`src/rtl/core_pkg.sv`:
```
// Shared ISA constants, opcode/ALU enums and decode helper for the 8-bit Harvard core.
package core_pkg;

  localparam int unsigned DATA_W    = 8;
  localparam int unsigned ADDR_W    = 10;
  localparam int unsigned PC_W      = 9;
  localparam int unsigned INSTR_W   = 16;
  localparam int unsigned OP_W      = 4;
  localparam int unsigned REG_N     = 4;
  localparam int unsigned REG_SEL_W = 2;

  localparam int unsigned OP_LSB = 12;
  localparam int unsigned RD_LSB = 10;
  localparam int unsigned RS_LSB = 8;

  typedef enum logic [OP_W-1:0] {
    OP_NOP  = 4'h0,
    OP_LDI  = 4'h1,
    OP_LD   = 4'h2,
    OP_ST   = 4'h3,
    OP_ADD  = 4'h4,
    OP_SUB  = 4'h5,
    OP_AND  = 4'h6,
    OP_OR   = 4'h7,
    OP_XOR  = 4'h8,
    OP_ADDI = 4'h9,
    OP_CMP  = 4'hA,
    OP_JMP  = 4'hB,
    OP_JZ   = 4'hC,
    OP_JC   = 4'hD,
    OP_IN   = 4'hE,
    OP_OUT  = 4'hF
  } opcode_e;

  typedef enum logic [2:0] {
    ALU_ADD = 3'd0,
    ALU_SUB = 3'd1,
    ALU_AND = 3'd2,
    ALU_OR  = 3'd3,
    ALU_XOR = 3'd4
  } alu_op_e;

  // Map an instruction opcode onto the ALU operation it needs (ADD for non-ALU opcodes).
  function automatic alu_op_e alu_op_of(input opcode_e op);
    case (op)
      OP_SUB, OP_CMP: return ALU_SUB;
      OP_AND:         return ALU_AND;
      OP_OR:          return ALU_OR;
      OP_XOR:         return ALU_XOR;
      default:        return ALU_ADD;
    endcase
  endfunction

endpackage

```
`src/rtl/core_alu.sv`:
```
// Combinational 8-bit ALU: result plus zero and carry/borrow flags.
module core_alu
  import core_pkg::*;
(
  input  logic [DATA_W-1:0] a,
  input  logic [DATA_W-1:0] b,
  input  alu_op_e           op,
  output logic [DATA_W-1:0] result,
  output logic              z,
  output logic              c
);

  always_comb begin
    result = '0;
    c      = 1'b0;
    case (op)
      ALU_ADD: {c, result} = {1'b0, a} + {1'b0, b};
      ALU_SUB: begin
        result = a - b;
        c      = (a < b);
      end
      ALU_AND: result = a & b;
      ALU_OR:  result = a | b;
      ALU_XOR: result = a ^ b;
      default: result = '0;
    endcase
    z = (result == '0);
  end

endmodule

```
`src/rtl/core.sv`:
```
// Single-cycle 8-bit Harvard CPU top: pc, register file, flags, decode and memory/IO ports.
// Optional IN/OUT opcodes are enabled by defining CORE_IO_EN.
module core
  import core_pkg::*;
(
  input  logic               clk,
  input  logic               rst,
  input  logic [INSTR_W-1:0] instruction,
  input  logic [DATA_W-1:0]  mem_load,
  input  logic [DATA_W-1:0]  io_input,
  output logic [PC_W-1:0]    instruction_addr,
  output logic               mem_en_load,
  output logic               mem_en_store,
  output logic [ADDR_W-1:0]  mem_addr,
  output logic [DATA_W-1:0]  mem_store,
  output logic [DATA_W-1:0]  io_output
);

  opcode_e              op;
  logic [REG_SEL_W-1:0] rd;
  logic [REG_SEL_W-1:0] rs;
  logic [DATA_W-1:0]    imm8;
  logic [ADDR_W-1:0]    a10;
  logic [PC_W-1:0]      a9;

  assign op   = opcode_e'(instruction[OP_LSB +: OP_W]);
  assign rd   = instruction[RD_LSB +: REG_SEL_W];
  assign rs   = instruction[RS_LSB +: REG_SEL_W];
  assign imm8 = instruction[DATA_W-1:0];
  assign a10  = instruction[ADDR_W-1:0];
  assign a9   = instruction[PC_W-1:0];

  logic [PC_W-1:0]   pc;
  logic [DATA_W-1:0] regs [REG_N];
  logic              flag_z;
  logic              flag_c;

  logic [DATA_W-1:0] rd_val;
  logic [DATA_W-1:0] rs_val;
  logic [DATA_W-1:0] alu_b;
  logic [DATA_W-1:0] alu_result;
  logic              alu_z;
  logic              alu_c;

  assign rd_val = regs[rd];
  assign rs_val = regs[rs];
  assign alu_b  = (op == OP_ADDI) ? imm8 : rs_val;

  core_alu u_alu (
    .a      (rd_val),
    .b      (alu_b),
    .op     (alu_op_of(op)),
    .result (alu_result),
    .z      (alu_z),
    .c      (alu_c)
  );

  logic              reg_we;
  logic [DATA_W-1:0] reg_wdata;
  logic              flag_we;
  logic              io_we;
  logic [PC_W-1:0]   pc_next;

  // Decode: register write-back, flag update, next pc and output-port strobe.
  always_comb begin
    reg_we    = 1'b0;
    reg_wdata = '0;
    flag_we   = 1'b0;
    io_we     = 1'b0;
    pc_next   = pc + PC_W'(1);
    case (op)
      OP_LDI: begin
        reg_we    = 1'b1;
        reg_wdata = imm8;
      end
      OP_LD: begin
        reg_we    = 1'b1;
        reg_wdata = mem_load;
      end
      OP_ADD, OP_SUB, OP_AND, OP_OR, OP_XOR, OP_ADDI: begin
        reg_we    = 1'b1;
        reg_wdata = alu_result;
        flag_we   = 1'b1;
      end
      OP_CMP: flag_we = 1'b1;
      OP_JMP: pc_next = a9;
      OP_JZ:  if (flag_z) pc_next = a9;
      OP_JC:  if (flag_c) pc_next = a9;
`ifdef CORE_IO_EN
      OP_IN: begin
        reg_we    = 1'b1;
        reg_wdata = io_input;
      end
      OP_OUT: io_we = 1'b1;
`endif
      default: ;
    endcase
  end

  // Memory strobes are combinational and held quiet during reset.
  always_comb begin
    mem_en_load  = !rst && (op == OP_LD);
    mem_en_store = !rst && (op == OP_ST);
    mem_addr     = (mem_en_load || mem_en_store) ? a10 : '0;
    mem_store    = mem_en_store ? rd_val : '0;
  end

  assign instruction_addr = pc;

  always_ff @(posedge clk) begin
    if (rst) begin
      pc     <= '0;
      flag_z <= 1'b0;
      flag_c <= 1'b0;
      for (int i = 0; i < REG_N; i++) regs[i] <= '0;
    end else begin
      pc <= pc_next;
      if (reg_we) regs[rd] <= reg_wdata;
      if (flag_we) begin
        flag_z <= alu_z;
        flag_c <= alu_c;
      end
    end
  end

`ifdef CORE_IO_EN
  logic [DATA_W-1:0] io_q;

  always_ff @(posedge clk) begin
    if (rst)        io_q <= '0;
    else if (io_we) io_q <= rd_val;
  end

  assign io_output = io_q;
`else
  logic unused_io;

  assign unused_io = ^{io_input, io_we};
  assign io_output = '0;
`endif

endmodule

```
`config.mk`:
```
export PLATFORM = sky130hd
export DESIGN_NAME = core
export DESIGN_NICKNAME = d
export VERILOG_FILES = /design/src/rtl/core_pkg.sv /design/src/rtl/core_alu.sv /design/src/rtl/core.sv
export SDC_FILE = /design/constraint.sdc
export NUM_CORES = 1
export LEC_CHECK = 0
export BUFFER_PORTS_ARGS = -buffer_cell sky130_fd_sc_hd__buf_2
export CELL_PAD_IN_SITES_DETAIL_PLACEMENT = 1
export CELL_PAD_IN_SITES_GLOBAL_PLACEMENT = 1
export CORE_MARGIN = 2
export CORE_UTILIZATION = 25
export CTS_CLUSTER_DIAMETER = 100
export DETAILED_ROUTE_END_ITERATION = 7
export HOLD_SLACK_MARGIN = 0.15
export PLACE_DENSITY_LB_ADDON = 0.1
export RECOVER_POWER = 25
export SYNTH_ARGS = -nofsm -noshare
export SYNTH_HDL_FRONTEND = slang
export SYNTH_SLANG_ARGS = --single-unit
```
`constraint.sdc`:
```
create_clock -name clk -period 5.56 [get_ports clk]
set_input_delay 0.834 -clock clk [delete_from_list [all_inputs] [get_ports clk]]
set_output_delay 0.834 -clock clk [all_outputs]
set_load 0.03 [all_outputs]
```
==> metrics.txt, run 1 <==
Wirelength per Cell=20.2 um; routed vias/inst=5.08; worst hold path type=flip-flop to flip-flop; CTS Hold Bufs=0; critical-path cell list=buf_2, mux4_2, mux2i_1, ha_1, nand2b_1, o311a_1, o311a_1, or3_1, a311o_1, a222oi_1, nor2_1; critical path's slowest cell=a222oi_1; power density cells=250 nW/um2; NetSw=0.000366 W; crit path launch type=primary input; total die area=15900 um2; Post-CTS Resized=0; clk buf depth=2; TNS Setup=0 ns; Netlist Area Pre-Place=3720 um2; Post-synth top flop=edfxtp_1; status=finished with violations; initial core utilization=25.6%; slew of the pin with the lowest slew margin=1.54 ns; Max-slew headroom=-2.92%; Total Power=0.00107 W; power share of the clock group=31.7%; crit path max fanout=11; GRT Residual Overflow=0; first-pass GRT wire length=19900 um; Achievable Freq=0.215 GHz; Worst path max stage delay=0.81 ns; Post-synth ARST share=0%; number of enable flip-flop cells after synthesis=32; H-tree levels=2; RSZ-0062 raised after global routing=no; TritonCTS buffer count=5; layout cells sized above 1=17.5%; Root Driver=clkbuf_16; largest area contributor in the netlist=edfxtp_1; Max Transition Viols Final=37; sequential share of power=35.1%; endpoints failing hold=0; antenna cell count=0; HPWL Detailed=9910 um; Setup Skew=0.0110 ns; final worst path period need=4.65 ns; combinational power share=33.3%; # rows=44; Cell variety after synth=58; internal power=0.000703 W; WL final=12700 um; Top Family by Delay on Critical Path=compound AO/OA/AOI/OAI gates; WP data required=5.57 ns; initial antenna violation count=0; sw frac=34.3%; Arrival @ worst endpoint=4.66 ns; number of synthesis warnings=0; Max Cap Viol=1; num ports=71; Initial DRC Count=199; clk slew on worst S/H paths=0.06 ns; worst hold start=flag_z; clk sink count=43; Worst Path Buf+Inv=1; DRT Pass-1 Iters=5; overall routing resource usage=16.3%; nets@finish=507; CP dominant cell by count=o311a_1; largest net degree at the start of global routing=37; Worst-Skew Late Latency=0.29 ns; CTS tree=built; postcts setup bufs=0; Critical Path Sink Type=flip-flop; Routed Antenna Nets=0; Setup crit start=instruction[8]; P_leak=1.79 nW; Synth-to-Final Area Change=15.0%; die height=126 um; # setup viols final=0; Crit Path Class=primary input to flip-flop; Syn Area/Cell=9.29 um2; #FFs+latches synth=43; Worst R2R Start=regs[3][2]; violated checks=capacitance limit, slew limit; VDD IR max=0.103 mV; DRC viols=0; share of Yosys cell area claimed by the top area cell type=25.8%; Vias=3203; GPL Wtd Cong=0.753; DIE WIDTH=126 um; fin crit share=83.6%; input/output buffers=54; Synth area leaders=edfxtp_1 (26%), mux4_2 (9.7%), ha_1 (8.7%); vias in the first global route=3283; Seq/Total Area, Yosys=31.7%; Std-Cell Core Area=14500 um2; Mapped Cells=401
## per-layer routing
metal	track usage, %	routed length [um]
met5	0	0
met4	3.04	97
met3	1.61	319
met2	28.4	6400
met1	22.0	5880
## through the flow
| stage | cells | cell area [um2] | hold WS (ns) | setup WS [ns] | utilization, % |
|---|---|---|---|---|---|
| detailed placement | 622 | 4130 | 0.482 | 0.654 | 28.4 |
| floorplan | 408 | 3750 | 0.434 | 0.717 | - |
| global placement | 622 | 4130 | 0.458 | 0.730 | 28.4 |
| finish | 630 | 4280 | 0.482 | 0.913 | 29.5 |
| CTS | 630 | 4300 | 0.492 | 0.968 | 29.6 |
| global route | 630 | 4280 | 0.516 | 0.708 | 29.5 |
## worst reg2reg max path, delay by kind of cell (launching register included)
| kind | cells | cell delay (ns) |
|---|---|---|
| and+or+nand+nor | 3 | 0.51 |
| adders and majority gates | 1 | 0.42 |
| DFF | 1 | 0.39 |
| muxes | 2 | 0.77 |
| AOI/OAI and AO/OA | 4 | 1.72 |
## cell usage in the layout, fill, tap and decap left out, types with 5 or more instances in the layout
cell type   n
and2_1     12
a21o_1      7
inv_1      27
nand2_1    22
conb_1      8
a21oi_1    14
a222oi_1    7
mux2i_1    11
mux4_2     16
buf_2      44
dfxtp_1    11
a211oi_1   15
nand3_1     6
edfxtp_1   32
nand2b_1   15
ha_1       26
nor2_1     61
clkbuf_16   5
clkbuf_1   12
and3_1      8
o21ai_0    13
nor3_1     11
## synthesized netlist by cell type, types with 2 or more instances
| library cell | number |
|---|---|
| nor2_1 | 61 |
| edfxtp_1 | 32 |
| inv_1 | 27 |
| ha_1 | 26 |
| nand2_1 | 22 |
| mux4_2 | 16 |
| a211oi_1 | 15 |
| nand2b_1 | 15 |
| a21oi_1 | 14 |
| o21ai_0 | 13 |
| and2_1 | 12 |
| dfxtp_1 | 11 |
| mux2i_1 | 11 |
| nor3_1 | 11 |
| buf_4 | 9 |
| and3_1 | 8 |
| clkbuf_1 | 8 |
| a21o_1 | 7 |
| a222oi_1 | 7 |
| buf_2 | 7 |
| nand3_1 | 6 |
| buf_1 | 4 |
| or3_1 | 4 |
| xnor2_1 | 4 |
| xor2_1 | 4 |
| o21a_1 | 3 |
| o22ai_1 | 3 |
| o311a_1 | 3 |
| o311ai_0 | 3 |
| o31ai_1 | 3 |
| a221oi_1 | 2 |
| fa_1 | 2 |
| or2_2 | 2 |
| or4_1 | 2 |
## area by class of cell
class | instances | area (um2)
clock buffer | 6 | 129
inverter | 27 | 101
timing repair buffer | 58 | 284
clock inverter | 2 | 37.5
fill | 1733 | 10200
sequential | 43 | 1180
multi-input combinational | 310 | 2320
tap | 184 | 230
## path summary, 6_finish.rpt
| kind | endpoint | slack, ns | cells after the start |
|---|---|---|---|
| hold / removal | flag_z | 0.48 | 2 |
| setup / recovery | regs[2][7] | 0.91 | 11 |
| setup reg to reg | regs[2][7] | 1.48 | 10 |
| hold reg to reg | flag_z | 0.48 | 2 |
## power by group through the flow
| stage | clock, W | sequential (W) | combinational, W |
|---|---|---|---|
| floorplan | 0 | 0.000388 | 0.000246 |
| global route | 0.000360 | 0.000378 | 0.000397 |
| detailed placement | 0 | 0.000382 | 0.000360 |
| global placement | 0 | 0.000381 | 0.000354 |
| CTS | 0.000347 | 0.000375 | 0.000361 |
| finish | 0.000339 | 0.000375 | 0.000356 |
## sequential cells by signal (all words and copies together) (netlist names)
name              count
instruction_addr      9
regs                 32
flag_z                1
flag_c                1
## logic make-up after synthesis
kind of cell,after synthesis,synth area share [%]
AO/OA/AOI/OAI,87,17.1
XOR/XNOR,8,1.88
adder cells (fa/ha/maj),28,9.81
buffers and inverters,55,6.68
flip-flops,43,31.7
multiplexers,28,12.9
other,1,0.101
AND/OR/NAND/NOR,151,19.8
Power figures use the tool's default switching activity.
==> inputs of run 2 (changes only) <==
==> constraint.sdc (replaced) <==
create_clock -name clk -period 3.97 [get_ports clk]
set_input_delay 0.5955 -clock clk [delete_from_list [all_inputs] [get_ports clk]]
set_output_delay 0.5955 -clock clk [all_outputs]
set_load 0.03 [all_outputs]
==> metrics.txt, run 2 (same netlist as run 1, synthesis figures left out) <==
status=complete, no violations (was finished with violations); Synth-to-Final Area Change=28.7% (was 15.0%); Crit Path Class=primary input to flip-flop (unchanged); Initial DRC Count=185 (was 199); # setup viols final=0 (unchanged); Place WS=-0.234 ns (was 0.654 ns); commonest non-fill, non-tap cell in the layout=buf_4 (was nor2_1); max reg flops=32 (unchanged); RSZ-0062 raised after global routing=no (unchanged); final worst path period need=3.72 ns; clk slew on worst S/H paths=0.07 ns (was 0.06 ns); initial core utilization=25.6% (unchanged); H-tree levels=2 (unchanged); placed cells=686 (was 622); clk sink count=43 (unchanged); worst hold path type=flip-flop to flip-flop (unchanged); DRC viols=0 (unchanged); input/output buffers=54 (unchanged); VDD IR max=0.227 mV (was 0.103 mV); final worst slack=0.252 ns (was 0.913 ns); Arrival @ worst endpoint=3.76 ns (was 4.66 ns); Worst-Skew Late Latency=0.29 ns (about the same); first-pass GRT wire length=20700 um (was 19900 um); CTS tree=built (unchanged); GPL Wtd Cong=0.767 (was 0.753); post-route insts no fill=696 (was 630); Root Driver=clkbuf_16 (unchanged); routed vias/inst=4.89 (was 5.08); # rows=44 (unchanged); total die area=15900 um2 (unchanged); layout cells sized above 1=28.0% (was 17.5%); Max Cap Viol=0 (was 1); slew of the pin with the lowest slew margin=0.817 ns (was 1.54 ns); final core occ=33.0% (was 29.5%); Top Family by Delay on Critical Path=compound AO/OA/AOI/OAI gates (unchanged); critical path's slowest cell=mux4_2 (was a222oi_1); fin crit share=93.7%; Worst path max stage delay=0.57 ns (was 0.81 ns); Worst Path Buf+Inv=3 (was 1); largest net degree at the start of global routing=37 (unchanged); clk buf depth=2 (unchanged); Reg area=1180 um2 (unchanged); critical-path cell list=buf_2, buf_4, mux4_2, ha_1, o311a_1, o311a_1, or3_1, a311o_1, a222oi_1, buf_4, nor2_1 (was buf_2, mux4_2, mux2i_1, ha_1, nand2b_1, o311a_1, o311a_1, or3_1, a311o_1, a222oi_1, nor2_1); DIE WIDTH=126 um (unchanged); Std-Cell Core Area=14500 um2 (unchanged); vias in the first global route=3576 (was 3283); Achievable Freq=0.269 GHz; Routed Antenna Nets=0 (unchanged); P_leak=2.09 nW (was 1.79 nW); num ports=71 (unchanged); TritonCTS buffer count=5 (unchanged); HPWL Detailed=10900 um (was 9910 um); Wirelength per Cell=19.3 um (was 20.2 um); Critical Path Sink Type=flip-flop (unchanged); WP data required=4.01 ns (was 5.57 ns); WL final=13400 um (was 12700 um); die height=126 um (unchanged); GRT Residual Overflow=0 (unchanged); nets@finish=572 (was 507); area of the multi-input gates=2370 um2 (was 2320 um2); endpoints failing hold=0 (unchanged); Largest Register=regs (unchanged); Max-slew headroom=45.1% (was -2.92%); # fillers=1740 (was 1733); DRT Pass-1 Iters=6 (was 5); crit path max fanout=6 (was 11); most frequent cells in the layout=buf_4 (68), nor2_1 (60), buf_2 (36) (was nor2_1 (61), buf_2 (44), edfxtp_1 (32)); Max Transition Viols Final=0 (was 37); overall routing resource usage=16.8% (was 16.3%); power density cells=324 nW/um2 (was 250 nW/um2); crit path launch type=primary input (unchanged); Vias=3403 (was 3203); Setup Skew=0.00751 ns (was 0.0110 ns); initial antenna violation count=1 (was 0)
==> run 2: changes by cell type in the layout (fill, tap and decap cells not counted), sizes merged <==
cell	change
diode	+1
clkbuf	+7
clkinv	+3
bufinv	-1
clkinvlp	-1
buf	+57
==> run 2: what timing repair did <==
action | 4_1_cts | 5_1_grt
hold endpoints to repair | 0 | 0
buffers inserted | 0 | 1
gates resized for setup | 0 | 5
hold buffers | 0 | 0
setup endpoints to repair | 0 | 9
==> run 2: tightest hold or removal path, stage by stage, from the launching register on <==
cell	delay (ns)
dfxtp_1	0.31
inv_1	0.05
a221oi_1	0.07
==> run 2: cell type report <==
class / instances / share of cell area (%)
antenna: 1 / 0.0522
clock buffer: 5 / 2.61
clock inverter: 3 / 0.313
inverter: 27 / 2.11
multi-input combinational: 310 / 49.5
sequential: 43 / 24.6
tap: 184 / 4.80
timing repair buffer: 123 / 16.0
==> run 2: stage by stage <==
stage,hold slack [ns],power [W],TNS [ns],instance area [um2]
final,0.485,0.00155,0,4790
after global placement,0.462,0.00115,-0.535,4650
after detailed placement,0.481,0.00116,-1.33,4650
after global routing,0.500,0.00165,0,4790
after CTS,0.489,0.00156,0,4790
after floorplan,0.434,0.000895,0,3800
==> run 2: routing by layer <==
layer | vias to the layer above | part of all wire [%] | GRT usage (%)
met5 | - | 0 | 0
met4 | 0 | 0.98 | 3.36
met3 | 10 | 2.3 | 1.27
met2 | 39 | 51 | 30.5
met1 | 1687 | 46 | 22.0
li1 | 1667 | - | -
==> run 2: path summary, 6_finish.rpt <==
check | to | start | slack (ns) | cells after the start
worst max register to register | regs[0][6] | regs[3][0] | 0.40 | 13
worst min register to register | flag_c | flag_c | 0.49 | 2
worst min-delay path | flag_c | flag_c | 0.49 | 2
worst max-delay path | regs[2][7] | instruction[10] | 0.25 | 11
==> run 2: power breakdown <==
part	switching [W]	internal, W
Clock	0.000171	0.000230
Sequential	0.0000156	0.000511
Combinational	0.000349	0.000276
==> inputs of run 3 (changes only) <==
--- a/config.mk
+++ b/config.mk
@@ -8,6 +8,7 @@
 export BUFFER_PORTS_ARGS = -buffer_cell sky130_fd_sc_hd__buf_2
 export CELL_PAD_IN_SITES_DETAIL_PLACEMENT = 1
 export CELL_PAD_IN_SITES_GLOBAL_PLACEMENT = 1
+export CORE_ASPECT_RATIO = 0.6
 export CORE_MARGIN = 2
 export CORE_UTILIZATION = 25
 export CTS_CLUSTER_DIAMETER = 100
==> metrics.txt, run 3 (same netlist as run 1, synthesis figures left out) <==
TritonCTS buffer count=5 (unchanged); Max-slew headroom=51.8% (was 45.1%); DRT Pass-1 Iters=4 (was 6); clk buf depth=2 (unchanged); Root Driver=clkbuf_16 (unchanged); CTS Hold Bufs=0 (unchanged); status=complete, no violations (unchanged); most frequent cells in the layout=nor2_1 (60), buf_4 (60), buf_2 (42) (was buf_4 (68), nor2_1 (60), buf_2 (36)); Largest Register=regs (unchanged); Worst-Skew Late Latency=0.30 ns (was 0.29 ns); Initial DRC Count=195 (was 185); VDD IR max=0.144 mV (was 0.227 mV); post-route insts no fill=704 (was 696); Setup Skew=0.00656 ns (was 0.00751 ns); slew of the pin with the lowest slew margin=0.717 ns (was 0.817 ns); Crit Path Class=primary input to flip-flop (unchanged); routed vias/inst=4.99 (was 4.89); crit path to=regs[1][7] (was regs[2][7]); Synth-to-Final Area Change=28.7% (about the same); input/output buffers=54 (unchanged); num ports=71 (unchanged); CP dominant cell by count=buf_4; largest net degree at the start of global routing=37 (unchanged); RSZ-0062 raised after global routing=no (unchanged); Worst path max stage delay=0.52 ns (was 0.57 ns); initial core utilization=25.7% (was 25.6%); # setup viols final=0 (unchanged); TNS Setup=0 ns (unchanged); Worst R2R Start=regs[3][0] (unchanged); DRC viols=0 (unchanged); H-tree levels=2 (unchanged); WL final=14500 um (was 13400 um); crit path launch type=primary input (unchanged); Total Power=0.00160 W (was 0.00155 W); fin crit share=96.0% (was 93.7%); die height=98.6 um (was 126 um); power density cells=333 nW/um2 (was 324 nW/um2); endpoints failing hold=0 (unchanged); P_leak=2.08 nW (was 2.09 nW); Routed Antenna Nets=0 (unchanged); clk slew on worst S/H paths=0.07 ns (about the same); DIE WIDTH=162 um (was 126 um); placed cells=695 (was 686); Arrival @ worst endpoint=3.85 ns (was 3.76 ns); overall routing resource usage=18.8% (was 16.8%); # rows=34 (was 44); Critical Path Sink Type=flip-flop (unchanged); HPWL Detailed=11800 um (was 10900 um); Vias=3516 (was 3403); layout cells sized above 1=28.1% (was 28.0%); WP data required=4.01 ns (about the same); Place WS=-0.275 ns (was -0.234 ns); total die area=15900 um2 (about the same); Setup crit start=instruction[8] (was instruction[10]); worst hold path type=flip-flop to flip-flop (unchanged); Achievable Freq=0.262 GHz (was 0.269 GHz); final worst slack=0.160 ns (was 0.252 ns); CTS tree=built (unchanged); Wirelength per Cell=20.7 um (was 19.3 um); clk sink count=43 (unchanged); Max Cap Viol=0 (unchanged); # fillers=1692 (was 1740); initial antenna violation count=1 (unchanged); GRT Residual Overflow=0 (unchanged); crit path max fanout=7 (was 6); reg-to-reg endpoint=regs[1][7] (was regs[0][6]); critical-path cell list=buf_2, buf_4, mux4_2, mux2i_2, ha_1, and4_1, o31ai_2, mux2i_1, a311o_1, a222oi_1, buf_4, nor2_1 (was buf_2, buf_4, mux4_2, ha_1, o311a_1, o311a_1, or3_1, a311o_1, a222oi_1, buf_4, nor2_1); max reg flops=32 (unchanged); first-pass GRT wire length=22400 um (was 20700 um); Std-Cell Core Area=14500 um2 (about the same); critical path's slowest cell=mux4_2 (unchanged); vias in the first global route=3649 (was 3576); R2R setup slack=0.37 ns (was 0.40 ns); final worst path period need=3.81 ns (was 3.72 ns); reg2reg path depth=13 (unchanged); Max Transition Viols Final=0 (unchanged); nets@finish=566 (was 572); GPL Wtd Cong=0.809 (was 0.767)
run 3: per-layer routing:
| layer | part of all wire, % | track usage, % | vias to the layer above |
|---|---|---|---|
| li1 | - | - | 1669 |
| met2 | 40 | 26.7 | 112 |
| met5 | 0 | 0 | - |
| met3 | 6.7 | 3.32 | 4 |
| met4 | 0.21 | 1.92 | 0 |
| met1 | 53 | 30.1 | 1731 |
run 3: what timing repair did:
item / 4_1_cts / 5_1_grt
setup buffers: 0 / 0
endpoints found under the setup margin: 0 / 13
gates resized for setup: 0 / 4
run 3: stage by stage:
step	hold WS, ns	utilization, %	cell area [um2]
floorplan	0.434	-	3800
global placement	0.455	32.0	4650
detailed placement	0.475	32.0	4650
CTS	0.487	33.1	4800
global route	0.520	33.0	4790
finish	0.474	33.0	4790
run 3: final cells by class:
class / instances / area [um2] / share of cell area, %
diodes: 1 / 2.50 / 0.0522
clock buffers: 5 / 125 / 2.61
clock inverters: 3 / 26.3 / 0.548
inverters: 27 / 101 / 2.11
multi-input cells: 310 / 2370 / 49.6
flip-flops and latches: 43 / 1180 / 24.6
well taps: 198 / 248 / 5.17
repair buffers: 117 / 733 / 15.3
run 3: how the worst min path moves through the flow:
| stage | startpoint | to | slack [ns] | cells past startpoint |
|---|---|---|---|---|
| CTS | flag_c | flag_c | 0.49 | 2 |
| global route | flag_c | flag_c | 0.52 | 2 |
| global placement | flag_c | flag_c | 0.46 | 2 |
| detailed placement | flag_c | flag_c | 0.48 | 2 |
| finish | flag_c | flag_c | 0.47 | 2 |
| floorplan | flag_c | flag_c | 0.43 | 2 |
run 3: report_power, final:
| group | switching [W] | internal (W) |
|---|---|---|
| Clock | 0.000201 | 0.000241 |
| Sequential | 0.0000171 | 0.000510 |
| Combinational | 0.000359 | 0.000268 |
| Total | 0.000577 | 0.00102 |
run 3: critical path, delay by kind of cell:
family | cells | cell delay (ns)
mux | 3 | 0.91
fa+ha+maj | 1 | 0.39
compound gates | 3 | 1.02
buf+inv | 3 | 0.61
simple gates | 2 | 0.32
